===== config.mk =====
export PLATFORM = sky130hd
export DESIGN_NAME = regread_sched
export DESIGN_NICKNAME = d
export VERILOG_FILES = /design/src/rtl/regread_sched.sv
export SDC_FILE = /design/constraint.sdc
export NUM_CORES = 1
export LEC_CHECK = 0
export BUFFER_PORTS_ARGS = -buffer_cell sky130_fd_sc_hd__buf_4
export CAP_MARGIN = 10
export CORE_MARGIN = 4
export CORE_UTILIZATION = 45
export DETAILED_ROUTE_END_ITERATION = 16
export PLACE_DENSITY_LB_ADDON = 0.08
export SYNTH_ARGS = -nofsm -noshare
export SYNTH_HDL_FRONTEND = slang
export SYNTH_SLANG_ARGS = --single-unit

===== constraint.sdc =====
create_clock -name clk -period 2.12 [get_ports clk]
set_clock_uncertainty 0.15 [all_clocks]
set_input_delay 0.106 -clock clk [delete_from_list [all_inputs] [get_ports clk]]
set_output_delay 0.106 -clock clk [all_outputs]
set_load 0.01 [all_outputs]

===== src/rtl/regread_sched.sv =====
// Purpose : arbitrates two requesters onto the shared 32:1 register read port and returns both operands plus their equality.
// Latency : 3 cycles from grant cycle to rsp_valid (1 cycle when both indices are XZR with REGREAD_ZERO_REG_EN defined).
// Backpr. : rsp_valid/rsp_ready; no new grant is issued until the current response is accepted.
// Config  : `define REGREAD_ZERO_REG_EN makes index 31 read as constant zero without using the port.
module regread_sched #(
    parameter int DW = 64,
    parameter int AW = 5
) (
    input  logic          clk,
    input  logic          reset_n,
    input  logic          req0_valid,
    output logic          req0_ready,
    input  logic [AW-1:0] req0_ra,
    input  logic [AW-1:0] req0_rb,
    input  logic          req1_valid,
    output logic          req1_ready,
    input  logic [AW-1:0] req1_ra,
    input  logic [AW-1:0] req1_rb,
    output logic [AW-1:0] port_sel,
    input  logic [DW-1:0] port_data,
    output logic          rsp_valid,
    input  logic          rsp_ready,
    output logic          rsp_id,
    output logic [DW-1:0] rsp_a,
    output logic [DW-1:0] rsp_b,
    output logic          rsp_eq
);

`ifdef REGREAD_ZERO_REG_EN
    localparam bit ZERO_EN = 1'b1;
`else
    localparam bit ZERO_EN = 1'b0;
`endif

    localparam logic [AW-1:0] XZR = {AW{1'b1}};

    typedef enum logic [1:0] {
        IDLE = 2'd0,
        RD_A = 2'd1,
        RD_B = 2'd2,
        RESP = 2'd3
    } state_t;

    // Request as latched in the grant cycle.
    typedef struct packed {
        logic [AW-1:0] ra;
        logic [AW-1:0] rb;
        logic          id;
    } req_t;

    state_t        state;
    state_t        state_nxt;
    req_t          lat;
    logic          rr_ptr;
    logic [DW-1:0] a_q;
    logic [DW-1:0] b_q;
    logic          eq_q;

    logic          gnt0;
    logic          gnt1;
    logic          gnt_any;
    logic [AW-1:0] sel_ra;
    logic [AW-1:0] sel_rb;
    logic          sel_ra_zero;
    logic          sel_rb_zero;
    logic          lat_rb_zero;

    // Grant decision: only in IDLE; a lone requester wins, otherwise the pointer picks.
    always_comb begin
        gnt0 = 1'b0;
        gnt1 = 1'b0;
        if (state == IDLE) begin
            if (req0_valid && req1_valid) begin
                gnt0 = ~rr_ptr;
                gnt1 = rr_ptr;
            end else begin
                gnt0 = req0_valid;
                gnt1 = req1_valid;
            end
        end
        gnt_any     = gnt0 | gnt1;
        sel_ra      = gnt1 ? req1_ra : req0_ra;
        sel_rb      = gnt1 ? req1_rb : req0_rb;
        sel_ra_zero = ZERO_EN && (sel_ra == XZR);
        sel_rb_zero = ZERO_EN && (sel_rb == XZR);
        lat_rb_zero = ZERO_EN && (lat.rb == XZR);
    end

    // State register.
    always_ff @(posedge clk) begin
        if (!reset_n) begin
            state <= IDLE;
        end else begin
            state <= state_nxt;
        end
    end

    // Next-state: XZR reads skip their port cycle when zero-register support is built in.
    always_comb begin
        state_nxt = state;
        case (state)
            IDLE: begin
                if (gnt_any) begin
                    if (!sel_ra_zero) begin
                        state_nxt = RD_A;
                    end else if (!sel_rb_zero) begin
                        state_nxt = RD_B;
                    end else begin
                        state_nxt = RESP;
                    end
                end
            end
            RD_A:    state_nxt = lat_rb_zero ? RESP : RD_B;
            RD_B:    state_nxt = RESP;
            RESP:    state_nxt = rsp_ready ? IDLE : RESP;
            default: state_nxt = IDLE;
        endcase
    end

    // Outputs: port select from latched indices, response straight from registers.
    always_comb begin
        req0_ready = gnt0;
        req1_ready = gnt1;
        port_sel   = '0;
        case (state)
            RD_A:    port_sel = lat.ra;
            RD_B:    port_sel = lat.rb;
            default: port_sel = '0;
        endcase
        rsp_valid = (state == RESP);
        rsp_id    = lat.id;
        rsp_a     = a_q;
        rsp_b     = b_q;
        rsp_eq    = eq_q;
    end

    // Datapath: latch request on grant, capture operands, compare the captured data, rotate pointer on handshake.
    always_ff @(posedge clk) begin
        if (!reset_n) begin
            lat    <= '0;
            rr_ptr <= 1'b0;
            a_q    <= '0;
            b_q    <= '0;
            eq_q   <= 1'b0;
        end else begin
            case (state)
                IDLE: begin
                    if (gnt_any) begin
                        lat.ra <= sel_ra;
                        lat.rb <= sel_rb;
                        lat.id <= gnt1;
                        if (sel_ra_zero) begin
                            a_q <= '0;
                        end
                        if (sel_ra_zero && sel_rb_zero) begin
                            b_q  <= '0;
                            eq_q <= 1'b1;
                        end
                    end
                end
                RD_A: begin
                    a_q <= port_data;
                    if (lat_rb_zero) begin
                        b_q  <= '0;
                        eq_q <= (port_data == '0);
                    end
                end
                RD_B: begin
                    b_q  <= port_data;
                    eq_q <= (a_q == port_data);
                end
                RESP: begin
                    if (rsp_ready) begin
                        rr_ptr <= ~lat.id;
                    end
                end
                default: begin
                end
            endcase
        end
    end

endmodule

==> results.json <==
{
  "status": "finished clean",
  "post-cts-setup-buffers": 0,
  "dieArea_um2": 15000,
  "period_needed_ns": 2.01,
  "worst_slew_pin_slew_ns": 0.471,
  "ys_async_sr_fraction_pct": 0,
  "hold_path.class": "input pin to flop",
  "cap_violations": 0,
  "grt_pass1_wl_um": 28600,
  "ff2ff_path_depth": 7,
  "synth-edff-count": 0,
  "cp.arrival_ns": 1.76,
  "final_core_util_pct": 73.6,
  "synthesized_instance_count": 587,
  "final-max-slew-violation-count": 0,
  "most-common-layout-cells": "232 x sky130_fd_sc_hd__buf_4, 142 x sky130_fd_sc_hd__dfxtp_1, 140 x sky130_fd_sc_hd__nor2_1, 128 x sky130_fd_sc_hd__mux2i_1, 88 x sky130_fd_sc_hd__dlygate4sd3_1",
  "drt_iter0_drc": 425,
  "cellLeakagePower_uw": 0.00394,
  "final_setup_viols": 0,
  "place_congestion": 0.797,
  "die_x_um": 122,
  "numCtsBuffers": 17,
  "syn-num-nets": 680,
  "initial_utilization_pct": 46.4,
  "maximum_number_of_pins_on_one_net_before_global_route_repair": 55,
  "hpwl_um": 12900,
  "dominant_synthesized_flop_cell": "sky130_fd_sc_hd__dfxtp_1",
  "number_of_rows_created_at_floorplan": 41,
  "maximum_clock_frequency_mhz": 497,
  "slew_headroom_pct": 68.6,
  "clock-sinks": 143,
  "grt_antenna_before_repair": 0,
  "synth.distinct_cells": 34,
  "dr_total_vias": 5575,
  "post_drt_wl_per_cell_um": 17.4,
  "cts_root_buffer": "sky130_fd_sc_hd__clkbuf_16",
  "placement.io_buffers": 226,
  "drtPass1Iterations": 7,
  "startpoint_type_of_the_worst_setup_path": "flop",
  "final.setup.tns_ns": 0,
  "wirelength_um": 18900,
  "die_height_um": 122,
  "ioPinCount": 227,
  "leading_cell_type_in_the_layout_fill_and_taps_excluded": "sky130_fd_sc_hd__buf_4",
  "post-route-period-util_pct": 94.9,
  "hold_viol_final": 0,
  "worst_ep_required_time_ns": 1.86,
  "tritoncts": "yes",
  "global_route.overflow_total": 0,
  "final_antenna_net_count": 0,
  "cts-htree-levels": 4,
  "cts-root-to-sink-buffers": 2,
  "area_growth_pct": 58.7,
  "powerDensity_nw_per_um2": 1180,
  "share_of_synthesized_area_occupied_by_flip_flops_and_latches_pct": 48.5,
  "critPathCaptureType": "output pin",
  "syn_area_um2": 5900,
  "min_delay_path_depth": 3,
  "viasPerCell": 5.14,
  "clkSlewWorstSetupHoldPaths_ns": 0.06,
  "vdd.ir_drop.worst_mv": 0.698,
  "rsz_0062_raised_after_global_routing": "no",
  "post_synth.cell_area_avg_um2": 10.0,
  "core_um2": 12700,
  "fin_total_pwr_uw": 11000,
  "globalRouteTotalUtil_pct": 24.7,
  "vias_in_the_first_global_route": 5515,
  "critical_path.max_fanout": 19,
  "count_of_warnings_emitted_by_yosys": 0,
  "clk_latency_ns": 0.41,
  "drc_errors": 0,
  "crit_type": "flop to output pin",
  "design.final.nets": 992,
  "final_layout_size_suffix_gt1_share_pct": 30.4,
  "synth_seq_cells": 143
}
-- logic make-up after synthesis --
| group | count (synthesis) | share of synthesized area [%] |
|---|---|---|
| simple gates | 172 | 12.4 |
| flops | 143 | 48.5 |
| mux | 128 | 21.7 |
| xor+xnor | 52 | 7.72 |
| buf+inv | 51 | 3.76 |
| compound gates | 37 | 5.01 |
| fa+ha+maj | 4 | 0.849 |
-- routing by layer --
layer	wire length (µm)	up-vias	GRT usage, %
li1	-	2628	-
met2	9050	245	41.1
met1	7770	2646	29.7
met3	1340	56	6.82
met5	0	-	0
met4	700	0	11.4
-- final timing paths --
| path | slack [ns] | start | to |
|---|---|---|---|
| worst max-delay path | 0.11 | state[0] | port_sel[2] |
| worst min-delay path | 0.32 | rsp_ready | rr_ptr |
| worst max register to register | 0.20 | state[1] | lat[10] |
| worst min register to register | 0.34 | rsp_id | rr_ptr |
-- synthesized netlist by cell type (4+ instances only) --
| cell | n | area [µm²] |
|---|---|---|
| sky130_fd_sc_hd__a21oi_1 | 5 | 25.0 |
| sky130_fd_sc_hd__a222oi_1 | 10 | 100 |
| sky130_fd_sc_hd__a22oi_1 | 8 | 60.1 |
| sky130_fd_sc_hd__buf_1 | 4 | 15.0 |
| sky130_fd_sc_hd__buf_2 | 18 | 90.1 |
| sky130_fd_sc_hd__clkbuf_1 | 10 | 37.5 |
| sky130_fd_sc_hd__dfxtp_1 | 143 | 2860 |
| sky130_fd_sc_hd__ha_1 | 4 | 50.1 |
| sky130_fd_sc_hd__inv_1 | 16 | 60.1 |
| sky130_fd_sc_hd__mux2i_1 | 128 | 1280 |
| sky130_fd_sc_hd__nand4_1 | 13 | 81.3 |
| sky130_fd_sc_hd__nor2_1 | 140 | 526 |
| sky130_fd_sc_hd__nor2b_1 | 6 | 37.5 |
| sky130_fd_sc_hd__xnor2_1 | 49 | 429 |
-- where the power goes --
part           leakage, µW  internal (µW)  switching [µW]
clock network     0.000284           1850            1110
logic              0.00249           2220            2070
registers          0.00117           3290             474
-- registers in the layout (all words and copies together), names as in the netlist --
| register | count |
|---|---|
| lat | 10 |
| rr_ptr | 1 |
| rsp_a | 64 |
| rsp_b | 64 |
| rsp_eq | 1 |
| rsp_id | 1 |
| state | 2 |
-- worst max-delay path: stages, from the launching register on --
cell	delay, ns
sky130_fd_sc_hd__dfxtp_2	0.35
sky130_fd_sc_hd__inv_1	0.15
sky130_fd_sc_hd__ha_4	0.26
sky130_fd_sc_hd__buf_16	0.20
sky130_fd_sc_hd__a22oi_1	0.11
sky130_fd_sc_hd__nor2b_1	0.13
sky130_fd_sc_hd__buf_4	0.14
-- cell type report --
| type | count | area [µm²] |
|---|---|---|
| fillers | 944 | 3360 |
| flip-flops and latches | 143 | 2860 |
| multi-input cells | 393 | 2840 |
| repair buffers | 327 | 2780 |
| clock buffers | 22 | 484 |
| well taps | 172 | 215 |
| clock inverters | 10 | 110 |
| inverters | 17 | 66.3 |
| diodes | 1 | 2.50 |
-- repair_timing --
| action | CTS | global route |
|---|---|---|
| gates resized for setup | 0 | 3 |
| endpoints found under the hold margin | 141 | 0 |
| endpoints found under the setup margin | 0 | 6 |
| hold buffers | 88 | 0 |
-- per-stage QoR --
stage / hold WS (ns) / setup WS [ns] / cell area (µm²) / cells
3_3_place_gp: 0.177 / 0.388 / 7840 / 963
4_1_cts: 0.307 / 0.0142 / 9320 / 1083
2_1_floorplan: 0.0712 / 0.505 / 5900 / 587
6_report: 0.316 / 0.107 / 9360 / 1085
5_1_grt: 0.319 / 0.0218 / 9360 / 1084
3_5_place_dp: 0.189 / 0.274 / 7840 / 963
No activity file was read; power rests on OpenSTA's default activity.
